$ cat src/rtl/mac_host_seq.sv
// Host-side sequencer for the 4-lane 7-bit dot-product accelerator: shifts one job in,
// waits out the accelerator pipeline, then reassembles the alternating result bytes.
module mac_host_seq #(
    parameter int LAT      = 2,
    parameter int READ_MAX = 8
) (
    input  logic        clk,
    input  logic        rst_n,
    input  logic        in_valid,
    output logic        in_ready,
    input  logic [27:0] in_data,
    input  logic [27:0] in_weights,
    input  logic        in_load_w,
    output logic        out_valid,
    input  logic        out_ready,
    output logic [15:0] out_result,
    output logic        out_err,
    output logic        busy,
    output logic [7:0]  mac_ui,
    output logic [1:0]  mac_sel,
    input  logic [7:0]  mac_byte,
    input  logic        mac_phase
);

    localparam int CNT_W = $clog2(((READ_MAX > LAT) ? READ_MAX : LAT) + 4);

    localparam logic [1:0] SEL_DATA = 2'b00;
    localparam logic [1:0] SEL_WGT  = 2'b11;
    localparam logic [1:0] SEL_READ = 2'b10;
    localparam logic [1:0] SEL_IDLE = 2'b01;

    typedef enum logic [2:0] {
        S_IDLE,
        S_LOAD_D,
        S_LOAD_W,
        S_WAIT,
        S_CAPTURE,
        S_DONE
    } state_t;

    state_t             state;
    logic [CNT_W-1:0]   cnt;
    logic               lw_q;
    logic               lo_ok;
    logic               hi_ok;
    logic [27:0]        d_q;
    logic [27:0]        w_q;
    logic [7:0]         lo_q;
    logic [7:0]         hi_q;

    logic               accept;
    logic               load_last;
    logic               w_shift;
    logic               cap_lo_ok;
    logic               cap_hi_ok;
    logic [7:0]         cap_lo;
    logic [7:0]         cap_hi;

    assign in_ready  = (state == S_IDLE);
    assign busy      = (state != S_IDLE);
    assign accept    = in_valid && in_ready;
    assign load_last = (cnt == CNT_W'(3));
    // Weights shift out starting on the edge that leaves LOAD_D, so element 3 goes first.
    assign w_shift   = (state == S_LOAD_D && load_last && lw_q) || (state == S_LOAD_W);

    // The current cycle's sample counts toward completion.
    assign cap_lo_ok = lo_ok | mac_phase;
    assign cap_hi_ok = hi_ok | ~mac_phase;
    assign cap_lo    = mac_phase ? mac_byte : lo_q;
    assign cap_hi    = mac_phase ? hi_q : mac_byte;

    // Element shift registers and byte holding registers; no reset needed.
    always_ff @(posedge clk) begin
        if (accept) begin
            d_q  <= in_data << 7;
            w_q  <= in_weights;
            lo_q <= 8'd0;
            hi_q <= 8'd0;
        end else begin
            if (state == S_LOAD_D) d_q <= d_q << 7;
            if (w_shift) w_q <= w_q << 7;
            if (state == S_CAPTURE) begin
                lo_q <= cap_lo;
                hi_q <= cap_hi;
            end
        end
    end

    always_ff @(posedge clk) begin
        if (!rst_n) begin
            state      <= S_IDLE;
            cnt        <= '0;
            lw_q       <= 1'b0;
            lo_ok      <= 1'b0;
            hi_ok      <= 1'b0;
            mac_sel    <= SEL_IDLE;
            mac_ui     <= 8'd0;
            out_valid  <= 1'b0;
            out_err    <= 1'b0;
            out_result <= 16'd0;
        end else begin
            case (state)
                S_IDLE: begin
                    mac_sel <= SEL_IDLE;
                    mac_ui  <= 8'd0;
                    if (accept) begin
                        lw_q    <= in_load_w;
                        lo_ok   <= 1'b0;
                        hi_ok   <= 1'b0;
                        cnt     <= '0;
                        state   <= S_LOAD_D;
                        mac_sel <= SEL_DATA;
                        mac_ui  <= {1'b0, in_data[27:21]};
                    end
                end
                S_LOAD_D: begin
                    if (load_last) begin
                        cnt <= '0;
                        if (lw_q) begin
                            state   <= S_LOAD_W;
                            mac_sel <= SEL_WGT;
                            mac_ui  <= {1'b0, w_q[27:21]};
                        end else begin
                            state   <= S_WAIT;
                            mac_sel <= SEL_READ;
                            mac_ui  <= 8'd0;
                        end
                    end else begin
                        cnt    <= cnt + 1'b1;
                        mac_ui <= {1'b0, d_q[27:21]};
                    end
                end
                S_LOAD_W: begin
                    if (load_last) begin
                        cnt     <= '0;
                        state   <= S_WAIT;
                        mac_sel <= SEL_READ;
                        mac_ui  <= 8'd0;
                    end else begin
                        cnt    <= cnt + 1'b1;
                        mac_ui <= {1'b0, w_q[27:21]};
                    end
                end
                S_WAIT: begin
                    if (cnt == CNT_W'(LAT - 1)) begin
                        cnt   <= '0;
                        state <= S_CAPTURE;
                    end else begin
                        cnt <= cnt + 1'b1;
                    end
                end
                S_CAPTURE: begin
                    lo_ok <= cap_lo_ok;
                    hi_ok <= cap_hi_ok;
                    if (cap_lo_ok && cap_hi_ok) begin
                        out_result <= {cap_hi, cap_lo};
                        out_valid  <= 1'b1;
                        out_err    <= 1'b0;
                        state      <= S_DONE;
                        mac_sel    <= SEL_IDLE;
                    end else if (cnt == CNT_W'(READ_MAX - 1)) begin
                        // Missing byte reads as 0 since it was cleared at accept.
                        out_result <= {cap_hi, cap_lo};
                        out_valid  <= 1'b1;
                        out_err    <= 1'b1;
                        state      <= S_DONE;
                        mac_sel    <= SEL_IDLE;
                    end else begin
                        cnt <= cnt + 1'b1;
                    end
                end
                S_DONE: begin
                    mac_sel <= SEL_IDLE;
                    if (out_valid && out_ready) begin
                        out_valid <= 1'b0;
                        lo_ok     <= 1'b0;
                        hi_ok     <= 1'b0;
                        state     <= S_IDLE;
                    end
                end
                default: begin
                    state   <= S_IDLE;
                    mac_sel <= SEL_IDLE;
                    mac_ui  <= 8'd0;
                end
            endcase
        end
    end

endmodule

$ cat config.mk
export PLATFORM = sky130hd
export DESIGN_NAME = mac_host_seq
export DESIGN_NICKNAME = d
export VERILOG_FILES = /design/src/rtl/mac_host_seq.sv
export SDC_FILE = /design/constraint.sdc
export NUM_CORES = 1
export LEC_CHECK = 0
export ABC_AREA = 1
export ABC_CLOCK_PERIOD_IN_PS = 6440
export CAP_MARGIN = 10
export CORE_UTILIZATION = 45
export CTS_CLUSTER_SIZE = 10
export DETAILED_ROUTE_END_ITERATION = 10
export HOLD_SLACK_MARGIN = 0.03
export PLACE_DENSITY = 0.83
export SYNTH_ARGS = -nofsm -noshare
export SYNTH_HDL_FRONTEND = slang
export SYNTH_SLANG_ARGS = --single-unit
$ cat constraint.sdc
create_clock -name clk -period 6.44 [get_ports clk]
set_clock_uncertainty 0.15 [all_clocks]
set_input_delay 1.61 -clock clk [delete_from_list [all_inputs] [get_ports clk]]
set_output_delay 1.61 -clock clk [all_outputs]
set_load 0.005 [all_outputs]
==> flow_summary.toml, run 1 <==
[sta]
setup_slack_ns = 2.00
grt_setup_unrepaired = "false"
maxSlewHeadroom_pct = 29.6
timing.fmax_ghz = 0.225
timing.final.crit_period_ns = 4.44
timing.setup.tns_ns = 0
hold_violations = 0
timing_max_transition_violations_final = 0
timing_worst_slew_pin_value_ns = 1.05
setup_violations = 0
fin_crit_sh_pct = 69.0

[global_routing]
grt_pass1_wl_mm = 17.6
grt_pass1_vias = 3953
antenna_found_initial = 0
grt_overflow = 0
grt_start_max_net_pins = 65
grtUsageTotal_pct = 19.8

[finish]
n_antenna_cell = 0
postLayoutCellArea_um2 = 6030
areaGrowthSynthToFinish_pct = 25.2
layout_net_count = 749
most_common_cell_after_layout_fill_and_taps_aside = "sky130_fd_sc_hd__nand2_1"
fillerInstances = 928
drive_gt1_share_pct = 6.89
layout_common_cells = "233 x sky130_fd_sc_hd__nand2_1, 98 x sky130_fd_sc_hd__clkdlybuf4s50_1, 53 x sky130_fd_sc_hd__dfxtp_1, 50 x sky130_fd_sc_hd__nor2_1, 49 x sky130_fd_sc_hd__edfxtp_1"
finish.utilization_pct = 58.2

[floorplanning]
fp-row-count = 37
die_width_um = 105
die-height_um = 105
die_area_um2 = 11100
core_area_um2 = 10400
design.portCount = 100
initial_core_utilization_pct = 46.5

[place]
place_area_um2 = 5790
placement.io_buffers = 98
pre_cts_slack_ns = 1.59
detailedPlacementHpwl_mm = 7.79
place.gp.congestion = 0.892

[power]
max-vdd-ir-drop_mv = 0.170
powerDensity_nw_per_um2 = 392
fin_total_pwr_mw = 2.36
power.leakage_nw = 2.58

[logic_synthesis]
synth_fa_ha_area_share_pct = 0.519
synthXorXnorAreaFrac_pct = 0.182
synth_warnings = 0
synthesis.nets = 667
count_of_mapped_cells_out_of_synthesis = 595
post_synth_instance_area_um2 = 4820
synth.lib_cells_used.distinct = 33
synth_compound_area_share_pct = 7.58
dominant_combinational_cell_family_by_area_after_synthesis = "simple AND/OR/NAND/NOR gates"
post_synth_mux_area_share_pct = 0
ys_seq_elements = 102
avgSynthCellArea_um2 = 8.10
synth_seq_area_share_pct = 52.5
synth_simple_gate_area_share_pct = 30.5

[route]
antenna_violating_nets_post_route = 0
drt_iter0_markers = 181
drt_pass1_iterations = 4
drc = 0
post_drt_wl_per_cell_um = 13.0
finalWirelength_mm = 10.7
via_per_inst = 5.02
routed-via-count = 4103

[clocking]
cts.htree.levels = 3
clock-sinks = 102
post_cts_resize_count = 0
clock_path_buffers = 2
cts_tree = "yes"
clock_slew_at_reported_path_ffs_ns = 0.09
cts.hold.buffers_added = 0
numCtsBuffers = 9
cts_post_setup_buffers_inserted = 0
root_buffer = "sky130_fd_sc_hd__clkbuf_8"
worstSkewPairLatency_ns = 0.37

[worst_hold_path]
hold_start = "lo_q[0]"
hp-class = "flop to flop"
whs_endpoint = "lo_q[0]"
whs_path_depth = 2

[setup_path]
crit_family = "simple AND/OR/NAND/NOR gates"
worst-path-buf-inv = 3
worstSetupPathType = "input pin to flop"
worst_ep_arrival_time_ns = 4.28
worstSetupEndpointType = "flop"
r2r-end = "d_q[16]"
timing.critical_path.depth = 5
critPathMaxStageDelay_ns = 0.82
crit-reg2reg-launch = "state[0]"
worstSetupStartpointType = "input pin"
reg2reg_setup_slack_ns = 3.01
cpMaxStageDelayCell = "sky130_fd_sc_hd__nor2_4"
worstPathRequired_ns = 6.28
critical_path_peak_fanout = 64
r2r.worst_path.cells = 5
timing.critical_path.cells = "clkdlybuf4s50_1 > inv_1 > nor2_4 > inv_4 > nand2_1"

[run_status]
status = "complete, no violations"

[flow_run]
timing.max_cap.violations = 0
## metrics by stage
step	instances	hold WS (ns)
floorplan	595	0.274
global route	818	0.327
finish	818	0.304
detailed placement	802	0.291
global placement	802	0.284
CTS	818	0.305
## layout make-up
cell class / count / area, um^2 / share of cell area [%]
clock inverter: 6 / 116 / 1.93
timing repair buffer: 99 / 988 / 16.4
sequential: 102 / 2530 / 42.0
clock buffer: 10 / 128 / 2.12
inverter: 54 / 210 / 3.48
multi-input combinational: 411 / 1890 / 31.3
tap: 136 / 170 / 2.82
## cells by family after synthesis
group | count (synthesis)
and+or+nand+nor | 336
AOI/OAI and AO/OA | 71
other | 1
buffers and inverters | 82
DFF | 102
adders and majority gates | 2
xor gates and xnor gates | 1
## where the power goes
part	internal (mW)	switching [mW]	total [mW]	leakage (nW)
clock	0.262	0.218	0.480	0.121
combinational	0.298	0.487	0.786	1.54
sequential	0.984	0.113	1.10	0.913
## sequential cells by signal, summed over array words and instances (netlist names)
name and count:
lw_q 1, out_valid 1, lo_ok 1, mac_ui 7, lo_q 8, hi_ok 1, mac_sel 2, d_q 21
cnt 4, hi_q 8, state 3, out_result 16, w_q 28, out_err 1
## how the worst max path moves through the flow
| stage | from | to | slack [ns] |
|---|---|---|---|
| global placement | in_valid | d_q[13] | 1.76 |
| global route | in_valid | d_q[8] | 1.76 |
| floorplan | cnt[0] | w_q[0] | 2.72 |
| finish | in_valid | d_q[16] | 2.00 |
| CTS | in_valid | d_q[16] | 1.99 |
| detailed placement | in_valid | d_q[12] | 1.59 |
## worst reg2reg max path, stage by stage, from the launching register on
cell	delay, ns
sky130_fd_sc_hd__dfxtp_1	0.48
sky130_fd_sc_hd__nor2_8	0.22
sky130_fd_sc_hd__nand2_2	0.11
sky130_fd_sc_hd__nor2_4	0.80
sky130_fd_sc_hd__inv_4	0.49
sky130_fd_sc_hd__nand2_1	0.81
## Yosys cell counts, drive strengths merged
library cell,number,share of area [%]
clkinv,1,0.078
buf,22,3.8
o21ai,42,4.4
o21bai,1,0.16
a21oi,27,2.8
o311ai,1,0.18
xor2,1,0.18
inv,53,4.3
nand3b,1,0.16
conb,1,0.078
and3,1,0.13
clkbuf,6,0.47
and2,5,0.65
nand3,18,2.6
dfxtp,53,22
nor2,56,5.3
edfxtp,49,31
ha,2,0.52
nand2,244,20
nand4,11,1.4
## metal layers
| layer | track usage, % | vias to the layer above | part of all wire (%) | wire, um |
|---|---|---|---|---|
| met1 | 24.1 | 1883 | 43 | 4560 |
| met4 | 8.04 | 0 | 1.8 | 197 |
| met3 | 2.91 | 16 | 5.4 | 573 |
| li1 | - | 2054 | - | - |
| met5 | 0 | - | 0 | 0 |
| met2 | 35.2 | 150 | 50 | 5340 |
Note: power is estimated with default switching activity, not from simulation.
==> run 2: changes to the inputs <==
- ABC_CLOCK_PERIOD_IN_PS: 6440 -> 4000
- PLACE_DENSITY: 0.83 -> 0.85
- clock period: 6.44 -> 4 ns (I/O delays scaled with it)
==> flow_summary.toml, run 2 (synthesized netlist as in run 1, its figures left out) <==
[route]
antenna_violating_nets_post_route = 0
finalWirelength_mm = 10.3
drt_pass1_iterations = 5
post_drt_wl_per_cell_um = 12.5
via_per_inst = 4.95
routed-via-count = 4065
drt_iter0_markers = 197
drc = 0

[global_routing]
antenna_found_initial = 0
grt_pass1_wl_mm = 17.4
grtUsageTotal_pct = 19.5
grtUsageMet1_pct = 22.9
grt_overflow = 0
groute.layer.met2.usage_pct = 34.2
busiest_layer = "met2"
grt_pass1_vias = 3944
globalRouteMet3Util_pct = 4.27
grt_start_max_net_pins = 50

[finish]
biggestRegsByFlops = "w_q x28, d_q x21, out_result x16"
layout_common_cells = "233 x sky130_fd_sc_hd__nand2_1, 98 x sky130_fd_sc_hd__clkdlybuf4s50_1, 53 x sky130_fd_sc_hd__dfxtp_1, 50 x sky130_fd_sc_hd__nor2_1, 49 x sky130_fd_sc_hd__edfxtp_1"
finish.utilization_pct = 57.9
drive_gt1_share_pct = 7.14
areaGrowthSynthToFinish_pct = 24.6
n_antenna_cell = 0
layout_net_count = 753
most_common_cell_after_layout_fill_and_taps_aside = "sky130_fd_sc_hd__nand2_1"
largest_register_ffs = 28
regMostFlops = "w_q"

[floorplanning]
die_area_um2 = 11100
design.portCount = 100
die-height_um = 105
core_area_um2 = 10400
initial_core_utilization_pct = 46.5
fp-row-count = 37
die_width_um = 105

[flow_run]
timing.max_cap.violations = 0

[clocking]
clock_slew_at_reported_path_ffs_ns = 0.09
clock_path_buffers = 2
cts.htree.levels = 3
worstSkewPairLatency_ns = 0.35
cts.hold.buffers_added = 0
cts_post_setup_buffers_inserted = 0
post_cts_resize_count = 0
root_buffer = "sky130_fd_sc_hd__clkbuf_8"
cts_tree = "yes"
clock-sinks = 102
numCtsBuffers = 9

[place]
place.gp.congestion = 0.892
detailedPlacementHpwl_mm = 7.57
placement.io_buffers = 98
pre_cts_slack_ns = 0.789

[power]
powerDensity_nw_per_um2 = 606
fin_total_pwr_mw = 3.64
power.leakage_nw = 2.57
max-vdd-ir-drop_mv = 0.277

[sta]
fin_crit_sh_pct = 75.4
timing.fmax_ghz = 0.331
setup_violations = 0
timing_max_transition_violations_final = 0
timing.setup.tns_ns = 0
grt_setup_unrepaired = "false"
setup_slack_ns = 0.983
maxSlewHeadroom_pct = 44.1
timing.final.crit_period_ns = 3.02
hold_violations = 0
timing_worst_slew_pin_value_ns = 0.836

[setup_path]
worstPathRequired_ns = 2.85
worstSetupPathType = "flop to output port"
worstSetupStartpointType = "flop"
crit-reg2reg-launch = "state[2]"
timing.critical_path.from = "state[2]"
worstSetupEndpointType = "output port"
critical_path_peak_fanout = 8
worst_ep_arrival_time_ns = 1.87

[run_status]
status = "complete, no violations"

[worst_hold_path]
hp-class = "flop to flop"
hold_start = "lo_q[7]"
[run 2: cell count changes in the layout (fill, tap and decap cells not counted)]
cell,delta
sky130_fd_sc_hd__buf_4,+4
sky130_fd_sc_hd__clkinv_1,+3
sky130_fd_sc_hd__bufinv_16,-2
sky130_fd_sc_hd__clkbuf_1,-1
sky130_fd_sc_hd__clkinvlp_2,+1
sky130_fd_sc_hd__inv_6,-1
[run 2: final timing paths]
check	end	slack, ns	cells after the start
max	busy	0.98	3
min	lo_q[7]	0.31	2
max reg2reg	d_q[24]	1.69	5
min reg2reg	lo_q[7]	0.31	2
[run 2: area by class of cell]
cell class	instances	area (um^2)
multi-input cells	411	1890
fillers	922	4360
flip-flops and latches	102	2530
repair buffers	103	1020
clock buffers	9	124
well taps	136	170
clock inverters	7	63.8
inverters	54	210
[run 2: routing by layer]
metal  wire length [um]  part of all wire, %
met3                678                  6.6
met1               4220                   41
met2               5140                   50
met5                  0                    0
met4                261                  2.5
[run 2: worst max-delay path, stage by stage, from the launching register on]
cell                              delay [ns]
sky130_fd_sc_hd__dfxtp_1                0.67
sky130_fd_sc_hd__inv_2                  0.16
sky130_fd_sc_hd__nand2_2                0.16
sky130_fd_sc_hd__clkdlybuf4s50_1        0.52
[run 2: stage by stage]
step                std cells  hold slack [ns]  area [um^2]
floorplan                 595            0.274         4820
global placement          806            0.281         5820
detailed placement        806            0.292         5820
CTS                       822            0.306         6010
global route              822            0.331         6010
finish                    822            0.308         6010
[run 2: power breakdown]
part,switching [mW],total (mW),leakage [nW],internal [mW]
combinational,0.789,1.28,1.56,0.488
clock,0.336,0.621,0.0923,0.285
sequential,0.161,1.74,0.913,1.58
total,1.29,3.64,2.57,2.36
==> run 3: changes to the inputs <==
- ABC_CLOCK_PERIOD_IN_PS: 4000 -> 2420
- clock period: 4 -> 2.42 ns (I/O delays scaled with it)
==> flow_summary.toml, run 3 (synthesized netlist as in run 1, its figures left out) <==
[run_status]
status = "complete, no violations"

[setup_path]
timing.critical_path.from = "state[1]"
critPathCapture = "in_ready"
worstSetupPathType = "flop to output port"
worstPathRequired_ns = 1.66
timing.critical_path.cells = "nor2_8 > nand2_2 > inv_1 > clkdlybuf4s50_1"
worst-path-buf-inv = 2
cpMaxStageDelayCell = "sky130_fd_sc_hd__clkdlybuf4s50_1"
r2r.worst_path.cells = 7
crit_family = "buffers and inverters"
reg2reg_setup_slack_ns = 0.49
critPathMaxStageDelay_ns = 0.49
worstSetupStartpointType = "flop"
worstSetupEndpointType = "output port"
critical_path_peak_fanout = 8
crit-reg2reg-launch = "state[2]"
worst_ep_arrival_time_ns = 1.53
r2r-end = "cnt[2]"
timing.critical_path.depth = 4

[power]
power.leakage_nw = 2.63
powerDensity_nw_per_um2 = 1030
fin_total_pwr_mw = 6.31
power.share.sequential_pct = 45.3
clkPwrFrac_pct = 18.7
net-switching-power_mw = 2.19
power.share.switching_pct = 34.7
max-vdd-ir-drop_mv = 0.469
pwr-share-comb_pct = 35.9
p_int_mw = 4.12

[global_routing]
grtUsageTotal_pct = 20.0
antenna_found_initial = 0
grt_pass1_vias = 3986
grt_pass1_wl_mm = 17.8
grt_overflow = 0
grt_start_max_net_pins = 50

[route]
drc = 0
finalWirelength_mm = 10.5
drt_iter0_markers = 226
via_per_inst = 4.96
antenna_violating_nets_post_route = 0
drt_pass1_iterations = 5
routed-via-count = 4100
post_drt_wl_per_cell_um = 12.7

[sta]
timing.final.crit_period_ns = 2.29
grt_setup_unrepaired = "false"
timing_max_transition_violations_final = 0
setup_slack_ns = 0.131
fin_crit_sh_pct = 94.6
timing.setup.tns_ns = 0
setup_violations = 0
hold_violations = 0
timing.fmax_ghz = 0.437

[clocking]
cts.htree.levels = 3
cts_post_setup_buffers_inserted = 0
clock_path_buffers = 2
numCtsBuffers = 9
post_cts_resize_count = 0
cts.hold.buffers_added = 0
clock-sinks = 102
root_buffer = "sky130_fd_sc_hd__clkbuf_8"
worstSkewPairLatency_ns = 0.37
clock_slew_at_reported_path_ffs_ns = 0.10
cts_tree = "yes"

[finish]
largest_register_ffs = 28
fillerInstances = 886
layout_net_count = 758
drive_gt1_share_pct = 8.39
most_common_cell_after_layout_fill_and_taps_aside = "sky130_fd_sc_hd__nand2_1"
layout_common_cells = "233 x sky130_fd_sc_hd__nand2_1, 98 x sky130_fd_sc_hd__clkdlybuf4s50_1, 52 x sky130_fd_sc_hd__dfxtp_1, 50 x sky130_fd_sc_hd__nor2_1, 49 x sky130_fd_sc_hd__edfxtp_1"
biggestRegsByFlops = "w_q x28, d_q x21, out_result x16"
n_antenna_cell = 0
areaGrowthSynthToFinish_pct = 27.2
regArea_um2 = 2530
multi_input_area_um2 = 1890
regMostFlops = "w_q"

[place]
detailedPlacementHpwl_mm = 7.58
pre_cts_slack_ns = 0.0709
placement.io_buffers = 98
place.gp.congestion = 0.883

[floorplanning]
die_area_um2 = 11100
core_area_um2 = 10400
initial_core_utilization_pct = 46.5
fp-row-count = 37
design.portCount = 100
die-height_um = 105
die_width_um = 105

[worst_hold_path]
hp-class = "flop to flop"

[flow_run]
timing.max_cap.violations = 0
[run 3: layout make-up]
| type | instances | area share [%] |
|---|---|---|
| Inverter | 54 | 3.43 |
| Timing Repair Buffer | 108 | 18.0 |
| Sequential cell | 102 | 41.3 |
| Tap cell | 136 | 2.78 |
| Clock inverter | 7 | 1.57 |
| Multi-Input combinational cell | 411 | 30.8 |
| Clock buffer | 9 | 2.02 |
[run 3: worst min path at each step]
stage	from	endpoint	slack, ns	depth (start not counted)
3_3_place_gp	hi_q[6]	hi_q[6]	0.28	2
2_1_floorplan	lo_q[0]	lo_q[0]	0.27	2
4_1_cts	lo_q[0]	lo_q[0]	0.30	2
5_1_grt	lo_q[0]	lo_q[0]	0.31	2
6_report	hi_q[5]	hi_q[5]	0.30	2
3_5_place_dp	lo_q[0]	lo_q[0]	0.29	2
[run 3: tightest hold or removal path, cell delays in order (launching register included)]
cell	delay (ns)
sky130_fd_sc_hd__dfxtp_1	0.31
sky130_fd_sc_hd__inv_1	0.05
sky130_fd_sc_hd__a21oi_1	0.05
[run 3: power by group through the flow]
stage | sequential (mW) | clock [mW] | combinational, mW
after floorplan | 2.82 | 0 | 1.62
after global placement | 2.86 | 0 | 2.19
after detailed placement | 2.89 | 0 | 2.27
after CTS | 2.86 | 1.20 | 2.29
after global routing | 2.92 | 1.26 | 2.58
final | 2.86 | 1.18 | 2.27
[run 3: per-layer routing]
metal / routed length (um) / GRT usage [%] / vias up
met5: 0 / 0 / -
met1: 4240 / 23.6 / 1844
met4: 211 / 7.34 / 0
li1: - / - / 2068
met3: 745 / 4.08 / 24
met2: 5310 / 35.9 / 164
[run 3: stage by stage]
step | hold WS (ns) | cells | utilization, % | cell area (um^2)
finish | 0.302 | 827 | 59.1 | 6130
CTS | 0.304 | 827 | 59.1 | 6130
global placement | 0.281 | 811 | 57.0 | 5910
global route | 0.314 | 827 | 59.1 | 6130
floorplan | 0.274 | 595 | - | 4840
detailed placement | 0.290 | 811 | 57.0 | 5910
